**config.mk**
```make
export PLATFORM = sky130hd
export DESIGN_NAME = seq_stream_gen
export DESIGN_NICKNAME = d
export VERILOG_FILES = /design/src/rtl/seq_stream_gen.sv
export SDC_FILE = /design/constraint.sdc
export NUM_CORES = 1
export LEC_CHECK = 0
export ABC_AREA = 1
export ABC_CLOCK_PERIOD_IN_PS = 7400
export BUFFER_PORTS_ARGS = -buffer_cell sky130_fd_sc_hd__buf_2
export CAP_MARGIN = 40
export CORE_MARGIN = 2
export CORE_UTILIZATION = 30
export CTS_BUF_LIST = sky130_fd_sc_hd__clkbuf_2
export CTS_CLUSTER_SIZE = 24
export DETAILED_ROUTE_END_ITERATION = 6
export SETUP_SLACK_MARGIN = 0.3
export SLEW_MARGIN = 10
export SYNTH_ARGS = -nofsm -noshare
export SYNTH_HDL_FRONTEND = slang
export SYNTH_SLANG_ARGS = --single-unit
```
**constraint.sdc**
```tcl
create_clock -name clk -period 7.4 [get_ports clk]
set_input_delay 1.48 -clock clk [delete_from_list [all_inputs] [get_ports clk]]
set_output_delay 1.48 -clock clk [all_outputs]
set_load 0.02 [all_outputs]
```
**src/rtl/seq_stream_gen.sv**
```systemverilog
// Shared integer-sequence engine: one of eight recurrences streamed as a fixed-length
// run over valid/ready, with sticky overflow and a wrap or saturate policy.
module seq_stream_gen #(
   parameter int WIDTH    = 8,
   parameter int NTERMS   = 16,
   parameter int SATURATE = 0,
   parameter int IDX_W    = 8
) (
   input  logic             clk,
   input  logic             reset,
   input  logic             start,
   input  logic [2:0]       mode,
   input  logic             out_ready,
   output logic             out_valid,
   output logic [WIDTH-1:0] out_value,
   output logic [IDX_W-1:0] out_index,
   output logic             overflow,
   output logic             busy,
   output logic             done
);

   localparam int WW = 2*WIDTH + 2;
   localparam logic [IDX_W-1:0] LAST = IDX_W'(NTERMS - 1);
   localparam logic [WIDTH-1:0] MAXV = '1;

   typedef enum logic {IDLE, RUN} state_t;
   state_t state, state_next;

   logic [2:0]       mode_q;
   logic [WIDTH-1:0] a1, a2, a3;
   logic [WIDTH:0]   cnt, cnt_inc;
   logic [WW-1:0]    w1, w2, w3, c1, c2, nxt_wide;
   logic [WIDTH-1:0] init_a1, init_a2, init_a3;
   logic             load, handshake, advance, finish, ovf_now;

   function automatic logic [WIDTH-1:0] limit(input logic [WW-1:0] wide, input logic clamp);
      return clamp ? MAXV : wide[WIDTH-1:0];
   endfunction

   assign out_valid = (state == RUN);
   assign busy      = (state == RUN);
   assign load      = (state == IDLE) && start;
   assign handshake = out_valid && out_ready;
   assign advance   = handshake && (out_index != LAST);
   assign finish    = handshake && (out_index == LAST);

   assign cnt_inc = cnt + (WIDTH+1)'(1);
   assign w1 = WW'(a1);
   assign w2 = WW'(a2);
   assign w3 = WW'(a3);
   assign c1 = WW'(cnt_inc);
   assign c2 = c1 + WW'(1);

   // a1 is the term on the output, a2/a3 the two before it; cnt is n+1 for term n
   always_comb begin
      nxt_wide = '0;
      case (mode_q)
         3'd0:    nxt_wide = c1 * c1;
         3'd1:    nxt_wide = w1 + (w1 << 1);
         3'd2:    nxt_wide = (c1 * c2) >> 1;
         3'd3:    nxt_wide = w1 + w2;
         3'd4:    nxt_wide = (w1 << 1) + w2;
         3'd5:    nxt_wide = (out_index == '0) ? WW'(1) : w1 + w2;
         3'd6:    nxt_wide = w2 + w3;
         default: nxt_wide = w1 * w1 - w1 + WW'(1);
      endcase
   end

   assign ovf_now = |nxt_wide[WW-1:WIDTH];

   // Seed values chosen so the first step of each recurrence yields term 1
   always_comb begin
      init_a1 = WIDTH'(1);
      init_a2 = '0;
      init_a3 = '0;
      case (mode)
         3'd4: begin
            init_a1 = '0;
            init_a2 = WIDTH'(1);
         end
         3'd5, 3'd7: init_a1 = WIDTH'(2);
         3'd6:       init_a3 = WIDTH'(1);
         default: ;
      endcase
   end

   always_ff @(posedge clk) begin
      if (reset) state <= IDLE;
      else       state <= state_next;
   end

   always_comb begin
      state_next = state;
      case (state)
         IDLE:    if (start)  state_next = RUN;
         RUN:     if (finish) state_next = IDLE;
         default: state_next = IDLE;
      endcase
   end

   always_ff @(posedge clk) begin
      if (reset) begin
         out_value <= '0;
         out_index <= '0;
         overflow  <= 1'b0;
         done      <= 1'b0;
      end else begin
         done <= finish;
         if (load) begin
            out_value <= init_a1;
            out_index <= '0;
            overflow  <= 1'b0;
         end else if (advance) begin
            out_value <= limit(nxt_wide, (SATURATE != 0) && (overflow || ovf_now));
            out_index <= out_index + IDX_W'(1);
            overflow  <= overflow || ovf_now;
         end
      end
   end

   // Recurrence state keeps running on the truncated value under either policy
   always_ff @(posedge clk) begin
      if (load) begin
         mode_q <= mode;
         a1     <= init_a1;
         a2     <= init_a2;
         a3     <= init_a3;
         cnt    <= (WIDTH+1)'(1);
      end else if (advance) begin
         a1  <= nxt_wide[WIDTH-1:0];
         a2  <= a1;
         a3  <= a2;
         cnt <= cnt_inc;
      end
   end

endmodule

```
==> metrics.md <==
| Metric | Value |
|---|---|
| Slew @ Worst Pin | `0.642 ns` |
| Sw frac | `58.7%` |
| Max-cap viol count | `0` |
| # resized after CTS | `0` |
| Port bufs | `26` |
| Post-CTS setup buffers | `0` |
| Num CTS Buffers | `5` |
| Hold Crit Depth | `2` |
| WP data required | `7.87 ns` |
| Final nets | `1894` |
| Sequential element share of the synthesized area | `12.1%` |
| Die ar. | `0.0392 mm2` |
| Vias in the first global route | `a little under 10k` |
| Top-count cell post-synth | `nand2_1` |
| Multi-input gate area in the final layout | `0.00837 mm2` |
| Reg-to-Reg Start | `cnt[1]$_SDFFE_PP0P_` |
| Top delay family on crit path | `adder cells` |
| Global Route met3 Usage | `1.43%` |
| Drt drc | `0` |
| Final Skew | `0.0230 ns` |
| Mapped Cells | `1601` |
| Min-Delay Path Class | `reg2reg` |
| Layout cells sized above 1 | `5.07%` |
| Non-filler cells, final | `2129` |
| Congestion Overflow GR | `0` |
| Area grow syn2layout | `7.02%` |
| Dominant cell type by area after synthesis | `fa_1` |
| Ys flop type | `dfxtp_1` |
| N_diodes | `0` |
| P_sw | `1860 uW` |
| Commonest cells post-synth | `390 x nand2_1, 364 x inv_1, 144 x ha_1` |
| Routed WL | `29.5 mm` |
| Iter 0 DRT Violations | `540` |
| Buf/Inv on CP | `4` |
| Critical path launch point type | `register` |
| Vias/cell | `4.63` |
| Layout fillers | `just over 4k` |
| Pwr/cell area | `approximately 260 mW/mm2` |
| Overall global routing resource usage | `15.5%` |
| Largest net degree at the start of global routing | `28` |
| CP arrival | `6.78 ns` |
| DR vias | `9858` |
| Final hold vios | `0` |
| Site Rows | `71` |
| Width of the die | `approximately 200 um` |
| RR Endpoint | `overflow$_SDFFE_PP0P_` |
| Synthesis-stage register bit count | `55` |
| Final setup violation count | `0` |
| Internal | `1310 uW` |
| DR WL/cell | `between 10 and 15 um` |
| Setup TNS Final | `0 ns` |
| CTS root buf | `clkbuf_2` |
| Core Box Area | `between 0.03 and 0.04 mm2` |
| Initial core utilization | `between 30% and 40%` |
| CTS tree | `built` |
| Seq pwr share | `roughly 14%` |
| Clk sinks | `55` |
| Placed Instances | `2121` |
| Final WS setup | `1.09 ns` |
| Synth top area share | `22.3%` |
| Worst R2R Setup Slack | `between 1 and 1.5 ns` |
| Synth top area cells | `fa_1 22%, ha_1 16%, nand2_1 13%, inv_1 12%, edfxtp_1 7.2%` |
| Routability cong. | `between 0.8 and 0.9` |
| Die height | `198 um` |
| GRT busiest layer | `met2` |
| Status | `complete, no violations` |
| Clk buf depth | `2` |
| Fin crit share | `85.3%` |
| Slew Viols, Final | `0` |
| CP Capture Type | `register` |
| Clk_lat worst skew | `~0.51 ns` |
| Register area | `0.00137 mm2` |
| Power share of the combinational group | `81.9%` |
| Worst slack at placement | `1.16 ns` |
| First-pass GRT wire length | `approximately 49 mm` |
| Ports | `27` |
| H-tree depth | `2` |
| Crit path kind | `reg2reg` |
| Lkg Pwr | `0.00633 uW` |
| GR Layer Usage met1 | `between 20% and 30%` |
| Antenna-violating nets left | `0` |
| Global-route track usage on met2 | `between 20% and 30%` |
| Cell variety after synth | `between 40 and 50` |
| First-pass DRT Iterations | `5` |
| Hold endpoint | `out_value[4]$_SDFFE_PP0P_` |
| Relative slew slack | `57.2%` |
| Initial antenna violation count | `0` |
| Avg Synthesized Cell Area | `7.05 um2` |
| Post-synth EDFFs | `27` |
| Async set or reset register ratio after synthesis | `0%` |
| Synthesized area | `0.0113 mm2` |
| Post-Syn Nets | `1878` |
| Largest fanout on the critical path | `11` |
| Max stage delay on crit path | `0.57 ns` |
| RSZ-0062 raised after global routing | `false` |
| Share of total power in the clock network | `4.6%` |
| VDD IR-drop max | `0.000270 V` |
| Hold Path Origin | `out_value[4]$_SDFFE_PP0P_` |
| Slowest CP cell | `fa_1` |
| # hold bufs at CTS | `0` |
| Post-DP HPWL | `25.2 mm` |
| Post-route minimum period | `6.31 ns` |
| Reg2Reg Depth | `27` |
| Fmax | `about 160 MHz` |
| Clk pin slew, worst setup/hold paths | `about 0.34 ns` |
| Synth Warn # | `0` |
| Most used cell along the critical path | `nand2_1` |
flip-flops by register name (all words and copies together), names as in the netlist:
name       flops
out_value      8
out_index      8
a3             8
done           1
overflow       1
a2             8
cnt            9
mode_q         3
busy           1
a1             8
placed cells by master, fill, tap and decap left out, types with 2 or more instances in the layout:
master	instances
nand3b_1	9
nand2_2	5
clkinv_1	6
inv_2	5
nor3_2	2
conb_1	2
nand3_1	108
buf_2	26
nand2_1	390
nand4_1	24
a31oi_1	2
clkbuf_2	5
nor2_1	134
o211ai_1	5
dfxtp_1	28
clkinv_4	2
a21o_1	5
ha_1	144
xor2_1	13
a221oi_1	4
o21ai_0	38
nand2_4	2
a21boi_0	2
o221ai_1	2
nor2_2	4
buf_4	15
o22ai_1	11
o21bai_1	8
xnor2_1	11
or2_2	8
nor2_8	2
inv_1	364
edfxtp_1	27
a21oi_1	58
nor3_1	9
fa_1	126
power groups by stage:
stage | logic [uW] | registers [uW] | clock network, uW
final | 2600 | 428 | 145
after floorplan | 2010 | 399 | 0
after detailed placement | 2580 | 434 | 0
after global placement | 2550 | 433 | 0
after global routing | 3010 | 436 | 162
after CTS | 2610 | 428 | 151
layer usage:
| layer | part of all wire [%] | vias up |
|---|---|---|
| met5 | 0 | - |
| met4 | 1.7 | 0 |
| met3 | 3.7 | 35 |
| met2 | 46 | 185 |
| met1 | 49 | 4654 |
| li1 | - | 4984 |
through the flow:
step           hold slack, ns  power, uW  util [%]  instance area (um2)
3_5_place_dp            0.452       3020      32.2                12000
6_report                0.479       3180      32.3                12100
2_1_floorplan           0.464       2410         -                11300
5_1_grt                 0.510       3610      32.3                12100
4_1_cts                 0.480       3180      32.3                12100
3_3_place_gp            0.455       2990      32.2                12000
final cells by class:
cell class,count,area share [%]
clock inverters,3,0.238
inverters,375,11.6
clock buffers,5,0.207
flip-flops and latches,55,11.3
well taps,511,5.29
multi-input cells,1139,69.3
repair buffers,41,2.01
worst max-delay path by stage:
stage | start | to | slack (ns) | cells after the start
after CTS | cnt[1]$_SDFFE_PP0P_ | overflow$_SDFFE_PP0P_ | 1.08 | 28
after detailed placement | cnt[1]$_SDFFE_PP0P_ | overflow$_SDFFE_PP0P_ | 1.16 | 28
after global placement | cnt[1]$_SDFFE_PP0P_ | overflow$_SDFFE_PP0P_ | 1.14 | 30
after floorplan | cnt[0]$_SDFFE_PP1P_ | overflow$_SDFFE_PP0P_ | 1.56 | 33
after global routing | cnt[1]$_SDFFE_PP0P_ | overflow$_SDFFE_PP0P_ | 0.60 | 32
final | cnt[1]$_SDFFE_PP0P_ | overflow$_SDFFE_PP0P_ | 1.09 | 27
worst reg2reg max path, stage by stage, from the launching register on:
cell      delay (ns)
dfxtp_1         0.49
ha_1            0.26
nand2_2         0.08
nor2_2          0.14
nand3_1         0.10
nand2_1         0.07
buf_4           0.21
clkinv_1        0.33
ha_1            0.46
inv_1           0.19
nand2_1         0.10
fa_1            0.55
fa_1            0.45
fa_1            0.55
fa_1            0.57
inv_1           0.05
ha_1            0.35
a21o_1          0.24
o21ai_0         0.18
nand2_1         0.09
a21oi_1         0.22
nand3_1         0.12
nand3_1         0.12
nand3_1         0.08
nor2_1          0.11
nand2_1         0.06
nand2_1         0.07
a21oi_2         0.05
cells by family (layout without fill, tap and decap cells):
kind of cell             count (synthesis)  in the layout  synth area share (%)
XOR/XNOR                                24             24                  1.86
adder cells (fa/ha/maj)                270            270                  38.3
flip-flops                              55             55                  12.1
other                                    2              2                0.0665
AO/OA/AOI/OAI                          140            140                  7.11
AND/OR/NAND/NOR                        703            703                  26.8
buffers and inverters                  407            424                  13.7
(Power assumes the default switching activity.)
